[config.mk]
export PLATFORM = sky130hd
export DESIGN_NAME = mem_port_ctrl
export DESIGN_NICKNAME = d
export VERILOG_FILES = /design/src/rtl/mem_port_ctrl.sv
export SDC_FILE = /design/constraint.sdc
export NUM_CORES = 2
export LEC_CHECK = 0
export CELL_PAD_IN_SITES_DETAIL_PLACEMENT = 1
export CELL_PAD_IN_SITES_GLOBAL_PLACEMENT = 1
export CORE_UTILIZATION = 55
export CTS_CLUSTER_DIAMETER = 80
export DETAILED_ROUTE_END_ITERATION = 6
export PLACE_DENSITY = 0.8
export SETUP_SLACK_MARGIN = 0.15
export SYNTH_ARGS = -nofsm -noshare
export SYNTH_HDL_FRONTEND = slang
export SYNTH_SLANG_ARGS = --single-unit
[constraint.sdc]
create_clock -name clk -period 6 [get_ports clk]
set_input_delay 1.2 -clock clk [delete_from_list [all_inputs] [get_ports clk]]
set_output_delay 1.2 -clock clk [all_outputs]
set_load 0.02 [all_outputs]
[src/rtl/mem_port_ctrl.sv]
// Single-port word memory behind a CPU request/response handshake.
// Fixed-latency reads and writes with an explicit release phase before the next request.
module mem_port_ctrl #(
  parameter int WORD_SIZE = 16,
  parameter int DEPTH     = 256,
  parameter int LATENCY   = 2
) (
  input  logic                 clk,
  input  logic                 reset,
  input  logic                 readM,
  input  logic                 writeM,
  input  logic [WORD_SIZE-1:0] address,
  input  logic [WORD_SIZE-1:0] data_in,
  output logic [WORD_SIZE-1:0] data_out,
  output logic                 data_oe,
  output logic                 inputReady,
  output logic                 ackOutput,
  output logic                 busy,
  output logic                 req_err
);
  localparam int AW = (DEPTH > 1) ? $clog2(DEPTH) : 1;
  localparam logic [3:0] CNT_LOAD = 4'(LATENCY - 1);

  typedef enum logic [2:0] {
    IDLE, RD_WAIT, RD_RESP, WR_WAIT, WR_RESP, RELEASE
  } state_e;

  state_e               state_q, state_d;
  logic [3:0]           cnt_q, cnt_d;
  logic [AW-1:0]        addr_q, addr_d;
  logic [WORD_SIZE-1:0] wdata_q, wdata_d;
  logic                 err_seen_q, err_seen_d;
  logic [WORD_SIZE-1:0] mem [DEPTH];

  logic both_req;
  assign both_req = readM & writeM;

  generate
    if (WORD_SIZE > AW) begin : g_addr_hi
      // Upper address bits alias onto the low-order index by design.
      logic unused_addr_hi;
      assign unused_addr_hi = ^address[WORD_SIZE-1:AW];
    end
  endgenerate

  always_ff @(posedge clk) begin
    if (reset) begin
      state_q    <= IDLE;
      cnt_q      <= '0;
      addr_q     <= '0;
      wdata_q    <= '0;
      err_seen_q <= 1'b0;
    end else begin
      state_q    <= state_d;
      cnt_q      <= cnt_d;
      addr_q     <= addr_d;
      wdata_q    <= wdata_d;
      err_seen_q <= err_seen_d;
    end
  end

  // Memory is never cleared; a write that reset interrupts before WR_RESP is dropped.
  always_ff @(posedge clk) begin
    if (!reset && state_q == WR_RESP)
      mem[addr_q] <= wdata_q;
  end

  always_comb begin
    state_d    = state_q;
    cnt_d      = cnt_q;
    addr_d     = addr_q;
    wdata_d    = wdata_q;
    err_seen_d = err_seen_q;
    case (state_q)
      IDLE: begin
        err_seen_d = both_req;
        if (readM && !writeM) begin
          addr_d  = address[AW-1:0];
          cnt_d   = CNT_LOAD;
          state_d = RD_WAIT;
        end else if (writeM && !readM) begin
          addr_d  = address[AW-1:0];
          wdata_d = data_in;
          cnt_d   = CNT_LOAD;
          state_d = WR_WAIT;
        end
      end
      RD_WAIT: begin
        if (cnt_q == 4'd0) state_d = RD_RESP;
        else               cnt_d   = cnt_q - 4'd1;
      end
      WR_WAIT: begin
        if (cnt_q == 4'd0) state_d = WR_RESP;
        else               cnt_d   = cnt_q - 4'd1;
      end
      RD_RESP: state_d = RELEASE;
      WR_RESP: state_d = RELEASE;
      RELEASE: if (!readM && !writeM) state_d = IDLE;
      default: state_d = IDLE;
    endcase
  end

  // Outputs are forced quiet while reset is asserted, even before the state register clears.
  always_comb begin
    data_out   = '0;
    data_oe    = 1'b0;
    inputReady = 1'b0;
    ackOutput  = 1'b0;
    busy       = 1'b0;
    req_err    = 1'b0;
    if (!reset) begin
      busy    = (state_q != IDLE);
      req_err = (state_q == IDLE) && both_req && !err_seen_q;
      if (state_q == RD_RESP) begin
        data_out   = mem[addr_q];
        data_oe    = 1'b1;
        inputReady = 1'b1;
      end
      ackOutput = (state_q == WR_RESP);
    end
  end
endmodule

**Word level (Yosys, flattened, before mapping)**

Memory sizes are Yosys's and may differ from the RTL's. A register that Yosys moved wholly into a read port is not among the register bits.
Index checks and enable logic that the tools add are counted.

- Bits in writable memories: 4,096
- Memories kept: 1
- Word-level logic and storage cells: 63
- Input port bits: 36
- Output and inout bits: 21
- Flip-flop bits (word level): 32

Memory list:

| name | depth | width | rd ports | clocked after memory_dff | write ports | line | text |
|---|---|---|---|---|---|---|---|
| mem | 256 | 16 | 1 | 1 | 1 | 33 | `logic [WORD_SIZE-1:0] mem [DEPTH];` |

- Add/sub/neg operators: 1
- Multiplexer cells: 23
- Bitwise logic cells: 2
- Eq/ne operators: 10
- Reductions and logical operators: 21

Operators by type and width:

| kind | number |
|---|---|
| $mux 16 | 2 |
| $mux 8 | 4 |
| $mux 3 | 5 |
| $pmux 3 s5 | 1 |
| $mux 4 | 3 |
| $ne 2x2->1 const B | 4 |
| $pmux 4 s2 | 1 |
| $mux 1 | 7 |
| $eq 3x2->1 const B | 2 |
| $eq 3x3->1 const B | 2 |
| $logic_and 1x1->1 | 6 |
| $reduce_and 3->1 | 2 |
| $logic_not 1->1 | 4 |
| $logic_not 4->1 | 1 |
| $reduce_and 4->1 | 1 |
| $reduce_bool 2->1 | 2 |
| $reduce_or 2->1 | 2 |
| $sub 4x1->4 const B | 1 |
| $eq 3x1->1 const B | 1 |
| $logic_not 3->1 | 1 |
| $ne 3x3->1 const B | 1 |
| $reduce_bool 3->1 | 1 |
| $reduce_and 2->1 | 1 |
| $and 1x1->1 | 1 |
| $not 1->1 | 1 |

**Logic depth before layout (Yosys ltp)**

- Depth in word-level cells: 6
- Gate-level depth with buffers: 13
- Mapped depth without buffers: 7

**Worst setup path after synthesis**

Ideal clock, no wire load.

- Path type: in2out
- Start: input reset
- End: output data_out[13]
- Stages on the path: 7
- Arrival time: 3.210 ns
- Slack: 1.590 ns
- Path through: buf_2 nor4b_4 and2_1 o21ai_0 or4_1 nor4_1 a31o_1

- Cells in the longest elaborated chain, start to end: 1

RTL lines:

| element | line | text |
|---|---|---|
| start, declared | 9 | `input logic reset,` |
| $mux 16 | 111 | `if (!reset) begin` |
| end, declared | 14 | `output logic [WORD_SIZE-1:0] data_out,` |

No other way between the ends.

==> results by group <==
Die
  – # rows: 197
  – Die Ht: 541 um
  – Core area: 0.288 mm2
  – Initial Util: 55.4%
  – # IOs: 57
  – Die Wd: 541 um
  – Total die area: 0.293 mm2

Logic synthesis
  – Sequential area share after synthesis: 77.5%
  – Yosys warns: 0
  – Syn Nets: 7,608
  – Top post-synthesis cells by area: edfxtp_1 (77%), mux4_2 (11%), mux2i_1 (2.4%), nor2_1 (0.89%), mux4_1 (0.71%)
  – Main synth FF type: edfxtp_1
  – FF+latch count, synth: 4,136
  – Unique masters post-synth: 81
  – Syn avg cell area: 21.1 um2
  – Post-Syn Area: 0.160 mm2
  – Area leader, netlist: edfxtp_1
  – Ys async rst share: 0%
  – Top cell type's share of synthesized area: 77.0%
  – Post-synth EDFFs: 4,096
  – Cells after Synth: 7,567

Global route
  – GRT overflow: 0
  – Initial antenna violation count: 46
  – First-pass GRT wire length: 737,000 um
  – Largest net degree at the start of global routing: 208
  – Vias in the first global route: 91,675
  – Total GRT Usage: 36.4%

STA
  – Final hold vios: 0
  – Worst setup margin: -0.198 ns
  – Final Cycle Share: 103%
  – Clock skew: 0.0825 ns
  – Min Tclk post-route: 6.20 ns
  – Worst-Margin Slew: 1.53 ns
  – Max_slew headroom: -1.85%
  – RSZ-0062 raised after global routing: yes
  – Fmax: 161 MHz
  – Final setup violation count: 6
  – Max-slew violations: 43

Setup path
  – Crit path capture type: output port
  – CP Max Fanout: 23
  – Worst path required time: 4.80 ns
  – Worst stage delay on the critical path: 0.77 ns
  – Worst path cell trace: or3b_4 -> or3_1 -> o21ai_0 -> nor4_2 -> nand4_1 -> o31ai_4 -> buf_4 -> buf_12
  – CP arrival: 5.00 ns
  – Worst setup SP type: flop
  – Slowest CP cell: dfxtp_2
  – Crit Path Class: reg2out

Routing
  – Initial DRT Pass Iterations: 7
  – Drt wl/cell: 43.7 um
  – Antenna viol nets, final: 0
  – Vias/cell: 7.38
  – Final wirelength: 538,000 um
  – Drc violations: 0
  – Initial DRC count: 17,004
  – DR vias: 90,906

Final layout
  – Commonest non-fill, non-tap cells in the layout: edfxtp_1 (4,096), mux4_2 (768), buf_4 (538)
  – Post-route insts no fill: 12,325
  – Fraction of layout cells with a size suffix above 1: 25.8%
  – Synth-to-layout area growth: 13.7%
  – Commonest non-fill, non-tap cell in the layout: edfxtp_1
  – Layout net count: 8,227
  – Layout Utilization: 63.0%

CTS
  – CTS tree: built
  – Worst-Skew Late Latency: 1.03 ns
  – CTS clk-pin slew, worst paths: 0.08 ns
  – Cts hold-fix bufs: 0
  – Clock Tree Root: clkbuf_16
  – Clk sinks: 4,136
  – H-tree Lvls: 5
  – Max clock buf depth: 4
  – CTS Buf Count: 405

Place
  – PortBufs: 48
  – Placed Instances: 11,522
  – RD Place Congestion: 0.907
  – Dpl ws: 0.0856 ns
  – Half-perimeter wire length after placement: 294,000 um

Min path
  – Worst Hold Class: reg2reg

Power
  – Max IR drop VDD: 291 uV
  – Power Dens Cells: 370 mW/mm2
  – Leak: 57.9 nW
  – Final Power: 67.2 mW

Status
  – Failing checks: capacitance limit, slew limit, setup timing
  – Status: complete, but fails checks

Job
  – Max-cap violations: 1
-- cell type report --
class                           count  area (um2)
Antenna cell                       23        57.6
Clock buffer                      474       10400
Clock inverter                    268        2740
Fill cell                       23318      107000
Inverter                           11        48.8
Multi-Input combinational cell   2962       33500
Sequential cell                  4136      124000
Tap cell                         3781        4730
Timing Repair Buffer              670        6370
-- registers in the layout, summed over array words and instances, names as in the netlist, named ones only --
signal      flops
err_seen_q      1
cnt_q           4
mem          4096
state_q         3
wdata_q        16
addr_q          8
-- repair_timing --
action | CTS | global route
cloned | 3 | 5
setup endpoints to repair | 16 | 16
resized for setup | 66 | 62
hold endpoints to repair | 0 | 0
pin swaps | 7 | 11
setup buffers | 18 | 11
-- path summary, 6_finish.rpt --
path	start	endpoint	slack (ns)	depth (start not counted)
min	err_seen_q$_SDFFE_PP0P_	err_seen_q$_SDFFE_PP0P_	0.51	2
max reg2reg	addr_q[5]$_SDFFE_PP0P_	mem[225][10]$_DFFE_PP_	1.93	4
max	flop	data_out[10]	-0.20	8
min reg2reg	err_seen_q$_SDFFE_PP0P_	err_seen_q$_SDFFE_PP0P_	0.51	2
-- layer usage --
| metal | global-route usage (%) | wire length, um | vias to the layer above |
|---|---|---|---|
| li1 | - | - | 33087 |
| met1 | 46.3 | 174000 | 46318 |
| met2 | 54.6 | 243000 | 9337 |
| met3 | 12.6 | 82600 | 2142 |
| met4 | 21.3 | 39100 | 22 |
| met5 | 0.0329 | 130 | - |
-- synthesized netlist by cell type (16+ instances only) --
| master | instances |
|---|---|
| edfxtp_1 | 4096 |
| mux4_2 | 767 |
| mux2i_1 | 388 |
| nor2_1 | 377 |
| o22ai_1 | 168 |
| clkbuf_1 | 166 |
| nor3_1 | 147 |
| nand2_1 | 139 |
| a21oi_1 | 118 |
| buf_2 | 118 |
| o221ai_1 | 118 |
| o21ai_0 | 108 |
| a22oi_1 | 91 |
| mux2_2 | 90 |
| nand3_1 | 79 |
| buf_6 | 55 |
| buf_4 | 48 |
| mux4_1 | 43 |
| a221oi_1 | 41 |
| dfxtp_1 | 40 |
| buf_8 | 36 |
| nor4_1 | 35 |
| nand4_1 | 30 |
| buf_1 | 24 |
| a211oi_1 | 20 |
| a2111oi_0 | 18 |
| nand4b_1 | 16 |
-- through the flow --
step           setup TNS [ns]  hold WS [ns]  instance area [um2]
3_5_place_dp                0         0.509               167000
4_1_cts                     0         0.524               181000
6_report               -0.385         0.511               182000
2_1_floorplan               0         0.461               160000
5_1_grt                     0         0.577               182000
3_3_place_gp                0         0.475               167000
-- logic make-up after synthesis --
logic type	count (synthesis)	synth area share, %
AO/OA/AOI/OAI	771	3.34
XOR/XNOR	2	0.0110
AND/OR/NAND/NOR	896	2.63
buffers and inverters	469	1.92
adder cells (fa/ha/maj)	5	0.0392
flip-flops	4136	77.5
multiplexers	1288	14.6
-- where the power goes --
group          internal, mW  switching (mW)
logic                  2.88            5.78
registers              32.1           0.298
clock network          14.2            11.9
-- worst max-delay path, delay by kind of cell, from the launching register on --
kind | cells | cell delay (ns)
compound gates | 2 | 0.86
simple gates | 4 | 1.97
buf+inv | 2 | 0.31
flops | 1 | 0.77
No activity file was read; power rests on OpenSTA's default activity.
